==> config.mk <==
export PLATFORM = sky130hd
export DESIGN_NAME = int_controller
export DESIGN_NICKNAME = d
export VERILOG_FILES = /design/src/rtl/int_controller_pkg.sv /design/src/rtl/int_prio_enc.sv /design/src/rtl/int_controller.sv
export SDC_FILE = /design/constraint.sdc
export NUM_CORES = 1
export LEC_CHECK = 0
export CORE_UTILIZATION = 44
export DETAILED_ROUTE_END_ITERATION = 8
export HOLD_SLACK_MARGIN = 0.06
export PLACE_DENSITY = 0.8
export SETUP_SLACK_MARGIN = 0.3
export SLEW_MARGIN = 20
export SYNTH_ARGS = -nofsm -noshare
export SYNTH_HDL_FRONTEND = slang
export SYNTH_SLANG_ARGS = --single-unit
==> constraint.sdc <==
create_clock -name clk -period 2.8 [get_ports clk]
set_clock_uncertainty 0.2 [all_clocks]
set_input_delay 0.42 -clock clk [delete_from_list [all_inputs] [get_ports clk]]
set_output_delay 0.42 -clock clk [all_outputs]
set_load 0.05 [all_outputs]
==> src/rtl/int_controller_pkg.sv <==
// int_controller_pkg: register addresses, FSM encodings and CTRL bit positions
package int_controller_pkg;

   localparam logic [1:0] IC_MASK = 2'd0;
   localparam logic [1:0] IC_MODE = 2'd1;
   localparam logic [1:0] IC_PEND = 2'd2;
   localparam logic [1:0] IC_CTRL = 2'd3;

   localparam int IC_GE_BIT  = 31;
   localparam int IC_SVC_BIT = 30;

   typedef enum logic [1:0] {
      IC_IDLE    = 2'd0,
      IC_ASSERT  = 2'd1,
      IC_SERVICE = 2'd2
   } ic_state_e;

endpackage

==> src/rtl/int_prio_enc.sv <==
// int_prio_enc: lowest-index-first priority encoder with a valid flag
module int_prio_enc #(
   parameter int N_SRC = 8,
   parameter int ID_W  = 3
) (
   input  logic [N_SRC-1:0] req,
   output logic [ID_W-1:0]  id,
   output logic             valid
);

   // scan from the top down so the lowest set index is the last one written
   always_comb begin
      id    = '0;
      valid = |req;
      for (int i = N_SRC - 1; i >= 0; i--)
         if (req[i]) id = ID_W'(i);
   end

endmodule

==> src/rtl/int_controller.sv <==
// int_controller: masked, edge/level, fixed-priority interrupt sequencer for the CPU INT line
module int_controller
   import int_controller_pkg::*;
#(
   parameter int N_SRC = 8,
   parameter int ID_W  = 3
) (
   input  logic             clk,
   input  logic             reset,
   input  logic [N_SRC-1:0] irq_src,
   input  logic             int_ack,
   input  logic             eret,
   input  logic             cfg_we,
   input  logic [1:0]       cfg_addr,
   input  logic [31:0]      cfg_wdata,
   output logic [31:0]      cfg_rdata,
   output logic             INT,
   output logic [ID_W-1:0]  cur_id,
   output logic             in_service
);

   ic_state_e        state_q, state_d;
   logic [N_SRC-1:0] mask_q, mask_d, mode_q, mode_d, pend_q, pend_d, prev_q;
   logic             ge_q, ge_d, int_q, int_d, svc_q, svc_d;
   logic [ID_W-1:0]  cur_id_q, cur_id_d, win_id;
   logic [N_SRC-1:0] pending, elig, w1c, ack_clr;
   logic             win_v, ack_take;
   logic             unused_wdata;

   // only the low N_SRC bits and the GE bit of write data are architectural
   assign unused_wdata = ^cfg_wdata;

   // level bits follow the pin; edge bits come from the sticky register
   assign pending = (pend_q & mode_q) | (irq_src & ~mode_q);
   assign elig    = ge_q ? (pending & mask_q) : '0;

   int_prio_enc #(.N_SRC(N_SRC), .ID_W(ID_W)) u_prio (
      .req   (elig),
      .id    (win_id),
      .valid (win_v)
   );

   // configuration writes and edge-pending bookkeeping; a new edge beats a same-cycle clear
   always_comb begin
      mask_d  = (cfg_we && cfg_addr == IC_MASK) ? cfg_wdata[N_SRC-1:0] : mask_q;
      mode_d  = (cfg_we && cfg_addr == IC_MODE) ? cfg_wdata[N_SRC-1:0] : mode_q;
      ge_d    = (cfg_we && cfg_addr == IC_CTRL) ? cfg_wdata[IC_GE_BIT] : ge_q;
      w1c     = (cfg_we && cfg_addr == IC_PEND) ? cfg_wdata[N_SRC-1:0] : '0;
      ack_clr = ack_take ? (N_SRC'(1) << win_id) : '0;
      pend_d  = ((pend_q & ~(w1c | ack_clr)) | (irq_src & ~prev_q)) & mode_q;
   end

   // IDLE -> ASSERT -> SERVICE handshake; losing eligibility in ASSERT takes priority over int_ack
   always_comb begin
      state_d  = state_q;
      cur_id_d = cur_id_q;
      ack_take = 1'b0;
      case (state_q)
         IC_IDLE:    state_d = win_v ? IC_ASSERT : IC_IDLE;
         IC_ASSERT: begin
            if (!win_v) state_d = IC_IDLE;
            else if (int_ack) begin
               state_d  = IC_SERVICE;
               cur_id_d = win_id;
               ack_take = 1'b1;
            end
         end
         IC_SERVICE: state_d = eret ? IC_IDLE : IC_SERVICE;
         default:    state_d = IC_IDLE;
      endcase
      int_d = (state_d == IC_ASSERT);
      svc_d = (state_d == IC_SERVICE);
   end

   // all architectural state, cleared asynchronously
   always_ff @(posedge clk or posedge reset) begin
      if (reset) begin
         state_q  <= IC_IDLE;
         mask_q   <= '0;
         mode_q   <= '0;
         pend_q   <= '0;
         prev_q   <= '0;
         ge_q     <= 1'b0;
         int_q    <= 1'b0;
         svc_q    <= 1'b0;
         cur_id_q <= '0;
      end else begin
         state_q  <= state_d;
         mask_q   <= mask_d;
         mode_q   <= mode_d;
         pend_q   <= pend_d;
         prev_q   <= irq_src;
         ge_q     <= ge_d;
         int_q    <= int_d;
         svc_q    <= svc_d;
         cur_id_q <= cur_id_d;
      end
   end

   // register read mux; unimplemented bits stay zero
   always_comb begin
      cfg_rdata = 32'(cur_id_q);
      cfg_rdata[IC_SVC_BIT] = svc_q;
      cfg_rdata[IC_GE_BIT]  = ge_q;
      cfg_rdata = (cfg_addr == IC_MASK) ? 32'(mask_q) :
                  (cfg_addr == IC_MODE) ? 32'(mode_q) :
                  (cfg_addr == IC_PEND) ? 32'(pending) : cfg_rdata;
   end

   assign INT        = int_q;
   assign in_service = svc_q;
   assign cur_id     = cur_id_q;

endmodule

==> impl_metrics.tcl <==
set metrics [dict create \
    cts_tree "done" \
    worst_ep_arrival_time_ps 1840 \
    syn_area_um2 2250 \
    syn2layout_area_growth_pct 27.4 \
    synth_edf_count 0 \
    setup_viol 0 \
    ys.flop_type "sky130_fd_sc_hd__dfrtp_1" \
    timing.critical_path.required_ps 2180 \
    vias 1700 \
    synth-async-reset-ratio 1.00 \
    max_freq_mhz 407 \
    ys_types 42 \
    seqCellArea_um2 1000 \
    drt_first_iter_violations 67 \
    ys_seq_elements 40 \
    grt_setup_unrepaired "no" \
    worst_setup_path_start_kind "primary input" \
    antenna_found_initial 0 \
    total_of_buffers_placed_on_input_and_output_ports 38 \
    status "complete, no violations" \
    floorplan.core_area_um2 4820 \
    pin_count 84 \
    place.detailed.instances 322 \
    ys_seq_area_frac 0.445 \
    first_pass_iters 4 \
    critical_path.endpoint_type "output port" \
    area_taken_by_multi_input_logic_gates_um2 1140 \
    drt-vias-per-instance 5.17 \
    power_switching_uw 821 \
    layout_worst_path_cycle_share 0.877 \
    design.die.area_um2 5400 \
    die-height_um 73.5 \
    power.internal_uw 1220 \
    cts_buffer_depth 2 \
    largest_net_degree_at_the_start_of_global_routing 41 \
    dp_hpwl_um 3550 \
    clkPwrFrac 0.180 \
    worstMarginPinSlew_ps 505 \
    leakage_uw 0.00126 \
    diodes 0 \
    cts_max_level 2 \
    p_comb_frac 0.431 \
    power-per-cell-area_nw_per_um2 714 \
    p_seq_frac 0.389 \
    fillerInstances 421 \
    yosys.area_share.simple 0.144 \
    finalNetCount 309 \
    clock_insertion_delay_worst_skew_ps 300 \
    globalRouteTotalUtil 0.196 \
    final.hold.worst_slack_ps 239 \
    post_synth_main_area_contributors "sky130_fd_sc_hd__dfrtp_1, sky130_fd_sc_hd__mux2_2, sky130_fd_sc_hd__buf_4, sky130_fd_sc_hd__nand2_1, sky130_fd_sc_hd__a21oi_1" \
    yosys_top_cell_by_area "sky130_fd_sc_hd__dfrtp_1" \
    critical_path.cell_chain "clkdlybuf4s50_1 > mux2_2 > mux4_2 > buf_6" \
    cts_made_buffers 5 \
    synthXorXnorAreaFrac 0 \
    wl_um 4800 \
    yosys.area_share.adder 0 \
    cts_sinks 40 \
    grt_pass1_vias 1609 \
    path_max_fanout 3 \
    route.detailed.wl_per_inst_um 14.6 \
    timing.setup.critical_path_class "in -> out" \
    postSynthAreaPerCell_um2 10.6 \
    synth_commonest_cells "sky130_fd_sc_hd__dfrtp_1, sky130_fd_sc_hd__buf_4, sky130_fd_sc_hd__mux2_2, sky130_fd_sc_hd__nand2_1, sky130_fd_sc_hd__a21oi_1" \
    report.final.hold_viol_count 0 \
    drv.max_cap_violation_count 0 \
    sw_frac_of_total 0.401 \
    final-max-slew-violation-count 0 \
    final.setup.tns_ps 0 \
    timing.critical_path.slowest_cell_delay_ps 490 \
    timing.final.crit_period_ps 2460 \
    yosysMostFrequentCell "sky130_fd_sc_hd__dfrtp_1" \
    stdcell_count 329 \
    drc_violation_count_after_routing 0 \
    slew_headroom 0.663 \
    muxShareOfSynthArea 0.162 \
    cts.reportedPaths.clkPinSlew_ps 80 \
    fp.dieW_um 73.5 \
    cpMaxStageDelayCell "sky130_fd_sc_hd__mux4_2" \
    rows 25 \
    synth_compound_area_frac 0.150 \
    final_layout_size_suffix_gt1_frac 0.252 \
    vdd_ir_drop_max_mv 0.420 \
    synth.top_cell.area_share 0.445 \
    holdBufCountCts 0 \
    largest_family_of_logic_cells_by_synthesized_area "multiplexers" \
    finalWeightedCongestion 0.848 \
    count_of_warnings_emitted_by_yosys 0 \
    min_path_type "reg -> reg" \
    cts_root_buf "sky130_fd_sc_hd__clkbuf_8" \
    detail-route-antenna-nets 0 \
    grt_first_pass_wirelength_um 7780 \
    global_route.overflow_total 0 \
    initial_utilization 0.466 \
    postSynthCellCount 212 \
]
[worst paths after layout]
path | end | cells after the start | startpoint | slack [ps]
max reg2reg | pend_q[6]$_DFF_PP0_ | 5 | ge_q$_DFFE_PP0P_ | 660
min | pend_q[4]$_DFF_PP0_ | 1 | prev_q[4]$_DFF_PP0_ | 240
min in group asynchronous | mode_q[0]$_DFFE_PP0P_ | 3 | reset | 330
min reg2reg | pend_q[4]$_DFF_PP0_ | 1 | prev_q[4]$_DFF_PP0_ | 240
max in group asynchronous | mode_q[3]$_DFFE_PP0P_ | 3 | reset | 1710
max | cfg_rdata[0] | 4 | irq_src[0] | 340
[per-stage QoR]
step / util / setup slack (ps) / area (µm²) / power, µW
final: 0.594 / 345 / 2860 / 2040
after global routing: 0.594 / 305 / 2860 / 2150
after CTS: 0.593 / 321 / 2860 / 2050
after detailed placement: 0.571 / 256 / 2750 / 1670
after global placement: 0.571 / 239 / 2750 / 1650
after floorplan: - / 389 / 2330 / 1400
[layer usage]
layer	share of wire	global-route usage	vias to the layer above	wire length (µm)
li1	-	-	826	-
met1	0.44	0.256	814	2120
met2	0.50	0.309	52	2390
met3	0.047	0.0508	8	227
met4	0.014	0.0833	0	66
met5	0	0	-	0
[kinds of logic after synthesis]
family | after synthesis
buffers and inverters | 35
AOI/OAI and AO/OA | 49
other | 1
and+or+nand+nor | 58
muxes | 29
DFF | 40
[layout make-up]
class | instances | area share
timing repair buffer | 49 | 0.187
clock inverter | 1 | 0.00175
inverter | 8 | 0.0105
sequential | 40 | 0.350
clock buffer | 6 | 0.0253
multi-input combinational | 158 | 0.397
tap | 67 | 0.0293
[critical path: cells and delay by family]
family / cells / cell delay (ps)
buffers and inverters: 2 / 620
muxes: 2 / 800
[cells in the final DEF, fill, tap and decap left out, types with 3 or more instances in the layout]
master and instances:
sky130_fd_sc_hd__dfrtp_1 40, sky130_fd_sc_hd__clkdlybuf4s50_1 26, sky130_fd_sc_hd__conb_1 22, sky130_fd_sc_hd__nand2_1 21, sky130_fd_sc_hd__mux2_2 21, sky130_fd_sc_hd__buf_4 12
sky130_fd_sc_hd__a21oi_1 11, sky130_fd_sc_hd__inv_1 8, sky130_fd_sc_hd__a31oi_1 8, sky130_fd_sc_hd__nor2b_1 7, sky130_fd_sc_hd__buf_12 7, sky130_fd_sc_hd__nor2_1 5
sky130_fd_sc_hd__o22ai_2 5, sky130_fd_sc_hd__nand2b_1 5, sky130_fd_sc_hd__clkbuf_8 5, sky130_fd_sc_hd__and2_1 4, sky130_fd_sc_hd__o211ai_1 4, sky130_fd_sc_hd__nand3_1 4
sky130_fd_sc_hd__mux2i_1 3, sky130_fd_sc_hd__and3_1 3, sky130_fd_sc_hd__mux4_2 3, sky130_fd_sc_hd__o22ai_1 3
[registers in the layout, summed over array words and instances (netlist names)]
name and count:
INT 1, cur_id 3, ge_q 1, in_service 1, mask_q 8, mode_q 8
pend_q 8, prev_q 8, state_q 2
[power by group through the flow]
stage | Combinational, µW | Sequential [µW] | Clock, µW
floorplan | 523 | 881 | 0
global placement | 851 | 798 | 0
detailed placement | 865 | 803 | 0
CTS | 881 | 794 | 379
global route | 938 | 811 | 403
finish | 881 | 796 | 368
[what timing repair did]
action                     in CTS  in global routing
setup buffers                   0                  0
resized for setup               8                  2
setup endpoints to repair       7                  6
(Power assumes the default switching activity.)
